==> src/rtl/imem_arbiter.sv <==
// imem_arbiter: shares the instruction-memory read port between CPU fetch
// and the debug/trace reader. Fetch has fixed priority. A saturating wait
// counter forces a debug grant after MAX_WAIT consecutive denied cycles.
// Read data returns through a two-stage tag pipeline, two cycles after grant.
// Optional feature macro: IMEM_ARB_STATS_EN adds saturating 16-bit grant
// counters (stat_f_cnt, stat_d_cnt, stat_force_cnt).
module imem_arbiter #(
  parameter int ADDR_W   = 10,
  parameter int DATA_W   = 32,
  parameter int MAX_WAIT = 4
) (
  input  logic              clk,
  input  logic              reset,
  input  logic              f_req,
  input  logic [ADDR_W-1:0] f_addr,
  output logic              f_gnt,
  output logic              f_rvalid,
  output logic [DATA_W-1:0] f_rdata,
  input  logic              d_req,
  input  logic [ADDR_W-1:0] d_addr,
  output logic              d_gnt,
  output logic              d_rvalid,
  output logic [DATA_W-1:0] d_rdata,
`ifdef IMEM_ARB_STATS_EN
  output logic [15:0]       stat_f_cnt,
  output logic [15:0]       stat_d_cnt,
  output logic [15:0]       stat_force_cnt,
`endif
  output logic [ADDR_W-1:0] mem_addr,
  input  logic [DATA_W-1:0] mem_dout
);

  localparam logic [3:0] MAX_WAIT_C = 4'(MAX_WAIT);

  logic              force_s;
  logic              d_gnt_s;
  logic              f_gnt_s;
  logic [ADDR_W-1:0] mem_addr_s;

  logic [ADDR_W-1:0] last_addr_q;
  logic [3:0]        wait_cnt_q, wait_cnt_d;
  logic              s1_valid_q;
  logic              s1_owner_q;   // 1'b1 = debug owns the in-flight read
  logic              f_rvalid_q, d_rvalid_q;
  logic [DATA_W-1:0] f_rdata_q, d_rdata_q;

  // Grant decision and memory address steering for the current cycle.
  always_comb begin
    force_s = d_req && (wait_cnt_q == MAX_WAIT_C);
    d_gnt_s = d_req && (!f_req || force_s);
    f_gnt_s = f_req && !d_gnt_s;
    if (d_gnt_s) begin
      mem_addr_s = d_addr;
    end else if (f_gnt_s) begin
      mem_addr_s = f_addr;
    end else begin
      mem_addr_s = last_addr_q;
    end
  end

  // Starvation counter next state: counts consecutive denied debug cycles.
  always_comb begin
    if (!d_req || d_gnt_s) begin
      wait_cnt_d = 4'd0;
    end else if (wait_cnt_q < MAX_WAIT_C) begin
      wait_cnt_d = wait_cnt_q + 4'd1;
    end else begin
      wait_cnt_d = wait_cnt_q;
    end
  end

  // Arbitration state and tag pipeline; reset drops any in-flight read.
  always_ff @(posedge clk) begin
    if (reset) begin
      last_addr_q <= '0;
      wait_cnt_q  <= 4'd0;
      s1_valid_q  <= 1'b0;
      s1_owner_q  <= 1'b0;
      f_rvalid_q  <= 1'b0;
      d_rvalid_q  <= 1'b0;
      f_rdata_q   <= '0;
      d_rdata_q   <= '0;
    end else begin
      wait_cnt_q <= wait_cnt_d;
      if (f_gnt_s || d_gnt_s) begin
        last_addr_q <= mem_addr_s;
      end
      s1_valid_q <= f_gnt_s || d_gnt_s;
      s1_owner_q <= d_gnt_s;
      f_rvalid_q <= s1_valid_q && !s1_owner_q;
      d_rvalid_q <= s1_valid_q && s1_owner_q;
      if (s1_valid_q && !s1_owner_q) begin
        f_rdata_q <= mem_dout;
      end
      if (s1_valid_q && s1_owner_q) begin
        d_rdata_q <= mem_dout;
      end
    end
  end

`ifdef IMEM_ARB_STATS_EN
  logic [15:0] stat_f_q, stat_d_q, stat_force_q;

  // Saturating grant statistics.
  always_ff @(posedge clk) begin
    if (reset) begin
      stat_f_q     <= 16'd0;
      stat_d_q     <= 16'd0;
      stat_force_q <= 16'd0;
    end else begin
      if (f_gnt_s && (stat_f_q != 16'hFFFF)) begin
        stat_f_q <= stat_f_q + 16'd1;
      end
      if (d_gnt_s && (stat_d_q != 16'hFFFF)) begin
        stat_d_q <= stat_d_q + 16'd1;
      end
      if (force_s && (stat_force_q != 16'hFFFF)) begin
        stat_force_q <= stat_force_q + 16'd1;
      end
    end
  end

  assign stat_f_cnt     = stat_f_q;
  assign stat_d_cnt     = stat_d_q;
  assign stat_force_cnt = stat_force_q;
`endif

  assign f_gnt    = f_gnt_s;
  assign d_gnt    = d_gnt_s;
  assign mem_addr = mem_addr_s;
  assign f_rvalid = f_rvalid_q;
  assign d_rvalid = d_rvalid_q;
  assign f_rdata  = f_rdata_q;
  assign d_rdata  = d_rdata_q;

endmodule

==> config.mk <==
export PLATFORM = sky130hd
export DESIGN_NAME = imem_arbiter
export DESIGN_NICKNAME = d
export VERILOG_FILES = /design/src/rtl/imem_arbiter.sv
export SDC_FILE = /design/constraint.sdc
export NUM_CORES = 1
export LEC_CHECK = 0
export BUFFER_PORTS_ARGS = -buffer_cell sky130_fd_sc_hd__buf_4
export CAP_MARGIN = 20
export CORE_ASPECT_RATIO = 0.75
export CORE_MARGIN = 2
export CORE_UTILIZATION = 30
export DETAILED_ROUTE_END_ITERATION = 8
export SLEW_MARGIN = 20
export SYNTH_ARGS = -nofsm -noshare
export SYNTH_HDL_FRONTEND = slang
export SYNTH_SLANG_ARGS = --single-unit
==> constraint.sdc <==
create_clock -name clk -period 2.6 [get_ports clk]
set_clock_uncertainty 0.15 [all_clocks]
set_input_delay 0.13 -clock clk [delete_from_list [all_inputs] [get_ports clk]]
set_output_delay 0.13 -clock clk [all_outputs]
set_load 0.005 [all_outputs]
-- Word level (Yosys, flattened, before mapping)
Index checks and enable logic that the tools add are counted.
Widths: inputs -> output; s select.
- register bits after elaboration: 82
- output and inout bits: 78
- $lt $le $gt $ge: 1
- reductions and logical operators: 13
- equality and inequality tests: 1
- multiplexer cells: 2
- $add $sub $neg: 1
- operators by type and width (kind ; count):
    $mux 10 ; 2
    $logic_and 1x1->1 ; 5
    $add 4x1->4 const B ; 1
    $eq 4x3->1 const B ; 1
    $logic_not 1->1 ; 4
    $lt 4x3->1 const B ; 1
    $logic_or 1x1->1 ; 3
    $reduce_or 2->1 ; 1

-- Depth between registers and ports, before layout
- depth after elaboration: 8
- gate-level depth with buffers: 7
- gate-level depth less buffers: 6

-- Worst setup path after synthesis
Ideal clock, no wire load.
- kind: flip-flop to output port
- start point: reg wait_cnt_q[0]
- end point: out mem_addr[0]
- stages on the path, launching flop included: 8
- path buffers: 1
- arrival: 1419 ps
- slack: 901 ps
- cells stage by stage: dfxtp_1 -> inv_1 -> ha_1 -> and4b_1 -> nor2_2 -> inv_2 -> buf_6 -> a221o_1
- word-level cells in the longest chain between the ends: 8
- ends and longest elaborated chain (element ; RTL line ; RTL):
    start, declared ; 41 ; logic [3:0] wait_cnt_q, wait_cnt_d;
    start signal, assigned ; 84 ; wait_cnt_q <= wait_cnt_d;
    $eq 4x3->1 (*) ; 49 ; force_s = d_req && (wait_cnt_q == MAX_WAIT_C);
    $logic_and 1x1->1 (*) ; 49 ;
    $logic_or 1x1->1 (*) ; 50 ; d_gnt_s = d_req && (!f_req || force_s);
    $logic_and 1x1->1 (*) ; 50 ;
    named net d_gnt ; 21 ; output logic d_gnt,
    $logic_not 1->1 ; 51 ; f_gnt_s = f_req && !d_gnt_s;
    $logic_and 1x1->1 ; 51 ;
    $mux 10 ; 54 ; end else if (f_gnt_s) begin
    $mux 10 (*) ; 52 ; if (d_gnt_s) begin
    end, declared ; 29 ; output logic [ADDR_W-1:0] mem_addr,
The timed path passes the listed nets; every way through them passes the cells marked *.

-- Worst setup path after layout
- start point: reg wait_cnt_q[0]
- end point: out mem_addr[0]
- word-level cells in the longest chain between the ends: 8
- ends and longest elaborated chain (element ; RTL line):
    $eq 4x3->1 (*) ; 49
    $logic_and 1x1->1 (*) ; 49
    $logic_or 1x1->1 (*) ; 50
    $logic_and 1x1->1 (*) ; 50
    $logic_not 1->1 ; 51
    $logic_and 1x1->1 ; 51
    $mux 10 ; 54
    $mux 10 (*) ; 52
Mark *: on every way between the ends. The rest lies on a longest branch, timed or not.

==> impl_metrics.prom <==
# TYPE chip_impl_metric gauge
chip_impl_info{name="global_route.peak_usage_layer",value="met2"} 1
chip_impl_metric{name="num_antenna_cells",unit=""} 0
chip_impl_metric{name="clock_insertion_delay_worst_skew",unit="ns"} 0.33
chip_impl_metric{name="slew_viol_final",unit=""} 0
chip_impl_metric{name="rr_worst_depth",unit=""} 6
chip_impl_info{name="post_synth_main_area_contributors",value="dfxtp_1, nand2_1, a21oi_1"} 1
chip_impl_metric{name="clk_path_buf_depth",unit=""} 2
chip_impl_metric{name="antenna_violations_before_repair",unit=""} 0
chip_impl_metric{name="postSynthCellCount",unit=""} 387
chip_impl_metric{name="port_buffers",unit=""} 133
chip_impl_metric{name="num_io_pins",unit=""} 134
chip_impl_metric{name="htree_levels",unit=""} 3
chip_impl_metric{name="drt_drc_violations_left",unit=""} 0
chip_impl_metric{name="power.ir.vdd_worst",unit="mV"} 0.402
chip_impl_metric{name="final_net_count",unit=""} 617
chip_impl_metric{name="layout.filler_cells",unit=""} 1002
chip_impl_metric{name="fmax",unit="GHz"} 0.424
chip_impl_info{name="worstSetupEndpointType",value="output port"} 1
chip_impl_metric{name="die_w",unit="um"} 122
chip_impl_metric{name="floorplan.initialDensity",unit=""} 0.306
chip_impl_metric{name="placed_area",unit="um2"} 4220
chip_impl_info{name="rsz_0062_raised_after_global_routing",value="no"} 1
chip_impl_metric{name="timing.critical_path.arrival",unit="ns"} 2.08
chip_impl_metric{name="worstPathMaxFanout",unit=""} 12
chip_impl_metric{name="met2_usage",unit=""} 0.293
chip_impl_metric{name="leakagePower",unit="nW"} 2.17
chip_impl_metric{name="yosys_register_bits",unit=""} 82
chip_impl_metric{name="post-route-period-util",unit=""} 0.906
chip_impl_metric{name="use_met3",unit=""} 0.0511
chip_impl_info{name="run_status",value="finished clean"} 1
chip_impl_info{name="clockRootBuffer",value="clkbuf_16"} 1
chip_impl_metric{name="async_flop_share",unit=""} 0
chip_impl_metric{name="net-switching-power",unit="uW"} 687
chip_impl_metric{name="internal_power",unit="mW"} 2.34
chip_impl_metric{name="initialDrtViolationCount",unit=""} 159
chip_impl_metric{name="synthesis.area",unit="um2"} 3130
chip_impl_metric{name="number_of_nets_produced_by_synthesis",unit=""} 445
chip_impl_metric{name="grt_usage",unit=""} 0.174
chip_impl_metric{name="wirelength",unit="um"} 9610
chip_impl_metric{name="required_time_worst_endpoint",unit="ns"} 2.32
chip_impl_metric{name="share_comb_of_total_power",unit=""} 0.137
chip_impl_metric{name="cts_buffers",unit=""} 9
chip_impl_metric{name="cellPowerDensity",unit="nW/um2"} 599
chip_impl_metric{name="power_frac_seq",unit=""} 0.443
chip_impl_metric{name="routabilityCongestion",unit=""} 0.782
chip_impl_metric{name="total_die_area",unit="um2"} 11300
chip_impl_metric{name="min_period",unit="ns"} 2.36
chip_impl_metric{name="number_of_vias_after_detailed_routing",unit=""} 3238
chip_impl_metric{name="number_of_flops_mapped_to_enable_cells_by_yosys",unit=""} 0
chip_impl_metric{name="routed_wire_length_per_instance",unit="um"} 13.7
chip_impl_metric{name="finalSetupViolCount",unit=""} 0
chip_impl_metric{name="largest_net_degree_at_the_start_of_global_routing",unit=""} 48
chip_impl_metric{name="share_clk_of_total_power",unit=""} 0.420
chip_impl_metric{name="first_pass_grt_wire_length",unit="um"} 15300
chip_impl_metric{name="antenna_viol_nets_final",unit=""} 0
chip_impl_metric{name="place_hpwl",unit="um"} 6390
chip_impl_metric{name="final_design_area_no_fill",unit="um2"} 5050
chip_impl_metric{name="finalHoldViolCount",unit=""} 0
chip_impl_metric{name="clock_sink_total",unit=""} 82
chip_impl_metric{name="multi_input_comb_area",unit="um2"} 1330
chip_impl_info{name="startpoint_class_of_the_critical_path",value="flip-flop"} 1
chip_impl_metric{name="route.detailed.vias_per_inst",unit=""} 4.63
chip_impl_metric{name="synth_seq_area_share",unit=""} 0.525
chip_impl_metric{name="design.core.area",unit="um2"} 10200
chip_impl_metric{name="grt_pass1_vias",unit=""} 3118
chip_impl_metric{name="clk_pin_slew_worst_paths",unit="ns"} 0.06
chip_impl_metric{name="regArea",unit="um2"} 1640
chip_impl_metric{name="count_of_cell_types_in_the_netlist",unit=""} 23
chip_impl_metric{name="power_switching_share",unit=""} 0.227
chip_impl_metric{name="rows",unit=""} 32
chip_impl_metric{name="cts_resized",unit=""} 0
chip_impl_metric{name="drtPass1Iterations",unit=""} 4
chip_impl_info{name="min_path_type",value="input port to flip-flop"} 1
chip_impl_metric{name="setup_tns",unit="ns"} 0
chip_impl_info{name="ys_dominant_reg_cell",value="dfxtp_1"} 1
chip_impl_metric{name="cts.hold.buffers_added",unit=""} 52
chip_impl_metric{name="grt.overflow.total",unit=""} 0
chip_impl_metric{name="syn-mean-instance-area",unit="um2"} 8.08
chip_impl_metric{name="drive_above_1_share",unit=""} 0.300
chip_impl_metric{name="grt_util_met1",unit=""} 0.214
chip_impl_metric{name="area_growth",unit="%"} 61.5
chip_impl_metric{name="post_cts.repair.setup_buffers",unit=""} 0
chip_impl_metric{name="ys_warn_count",unit=""} 0
chip_impl_info{name="synth.largest_area_cell",value="dfxtp_1"} 1
chip_impl_metric{name="total_of_max_cap_violations",unit=""} 0
chip_impl_info{name="cts_tree",value="built"} 1
chip_impl_info{name="synth.most_common_cell",value="nand2_1"} 1
chip_impl_metric{name="yosysTopAreaCellShare",unit=""} 0.525
chip_impl_metric{name="slew_headroom",unit=""} 0.540
chip_impl_info{name="post_synth_most_frequent_cells",value="nand2_1, dfxtp_1, a21oi_1"} 1
chip_impl_info{name="setup.worst_path.class",value="flip-flop to output port"} 1
chip_impl_metric{name="timing_worst_slew_pin_value",unit="ns"} 0.688
chip_impl_metric{name="hold_depth",unit=""} 2
chip_impl_metric{name="chipHeight",unit="um"} 92.4
through the flow:
step / hold slack [ns] / utilization / power (mW) / setup slack, ns / cells
finish: 0.104 / 0.495 / 3.03 / 0.244 / 700
floorplan: 0.116 / - / 1.51 / 0.901 / 387
detailed placement: 0.245 / 0.414 / 1.71 / 0.633 / 632
global route: 0.116 / 0.495 / 3.16 / 0.0638 / 700
global placement: 0.239 / 0.414 / 1.71 / 0.685 / 632
CTS: 0.0936 / 0.495 / 3.06 / 0.245 / 700
registers in the layout (all words and copies together), names as in the netlist:
register	cells
last_addr_q	10
wait_cnt_q	4
d_rvalid	1
f_rdata	32
d_rdata	32
s1_owner_q	1
s1_valid_q	1
f_rvalid	1
critical path, cell delays in order (launching register included):
cell	delay, ns
dfxtp_1	0.33
inv_1	0.07
ha_1	0.18
nand4b_1	0.10
nand2_1	0.30
inv_1	0.28
a221o_1	0.36
buf_4	0.14
logic make-up after synthesis:
logic type	count (synthesis)	share of synthesized area
simple gates	179	0.237
compound gates	86	0.174
flops	82	0.525
buf+inv	36	0.0504
fa+ha+maj	2	0.00800
xor+xnor	1	0.00280
mux	1	0.00320
final cells by class:
| type | count | share of cell area |
|---|---|---|
| Timing Repair Buffer | 192 | 0.314 |
| Inverter | 5 | 0.00372 |
| Tap cell | 136 | 0.0337 |
| Clock inverter | 5 | 0.0104 |
| Multi-Input combinational cell | 269 | 0.263 |
| Clock buffer | 11 | 0.0500 |
| Sequential cell | 82 | 0.325 |
power groups by stage:
| stage | Combinational, mW | Clock, mW | Sequential, mW |
|---|---|---|---|
| floorplan | 0.149 | 0 | 1.36 |
| global placement | 0.343 | 0 | 1.36 |
| detailed placement | 0.348 | 0 | 1.37 |
| CTS | 0.416 | 1.31 | 1.34 |
| global route | 0.457 | 1.36 | 1.34 |
| finish | 0.415 | 1.27 | 1.34 |
cell usage in the layout, fill, tap and decap left out:
cell type	count
a21oi_1	65
a221o_1	10
and2_1	11
and4b_1	1
buf_12	1
buf_4	139
bufinv_16	1
clkbuf_16	9
clkbuf_8	2
clkinv_2	3
clkinvlp_4	1
dfxtp_1	82
dlygate4sd3_1	52
ha_1	2
inv_1	4
inv_2	1
mux2i_1	1
nand2_1	131
nand2b_1	2
nand4b_1	1
nor2_1	16
nor2_2	1
nor2b_1	1
nor2b_2	1
nor3_1	14
o21ai_0	1
o221a_2	10
xnor2_1	1
path summary, 6_finish.rpt:
path	start	end	slack [ns]
worst max register to register	wait_cnt_q[0]	last_addr_q[3]	0.46
worst max-delay path	wait_cnt_q[0]	mem_addr[0]	0.24
worst min register to register	d_rdata[21]	d_rdata[21]	0.30
worst min-delay path	reset	s1_valid_q	0.10
metal layers:
metal | up-vias | routed length (um)
li1 | 1629 | -
met1 | 1513 | 4340
met2 | 88 | 4570
met3 | 8 | 600
met4 | 0 | 106
met5 | - | 0
Note: power is estimated with default switching activity, not from simulation.
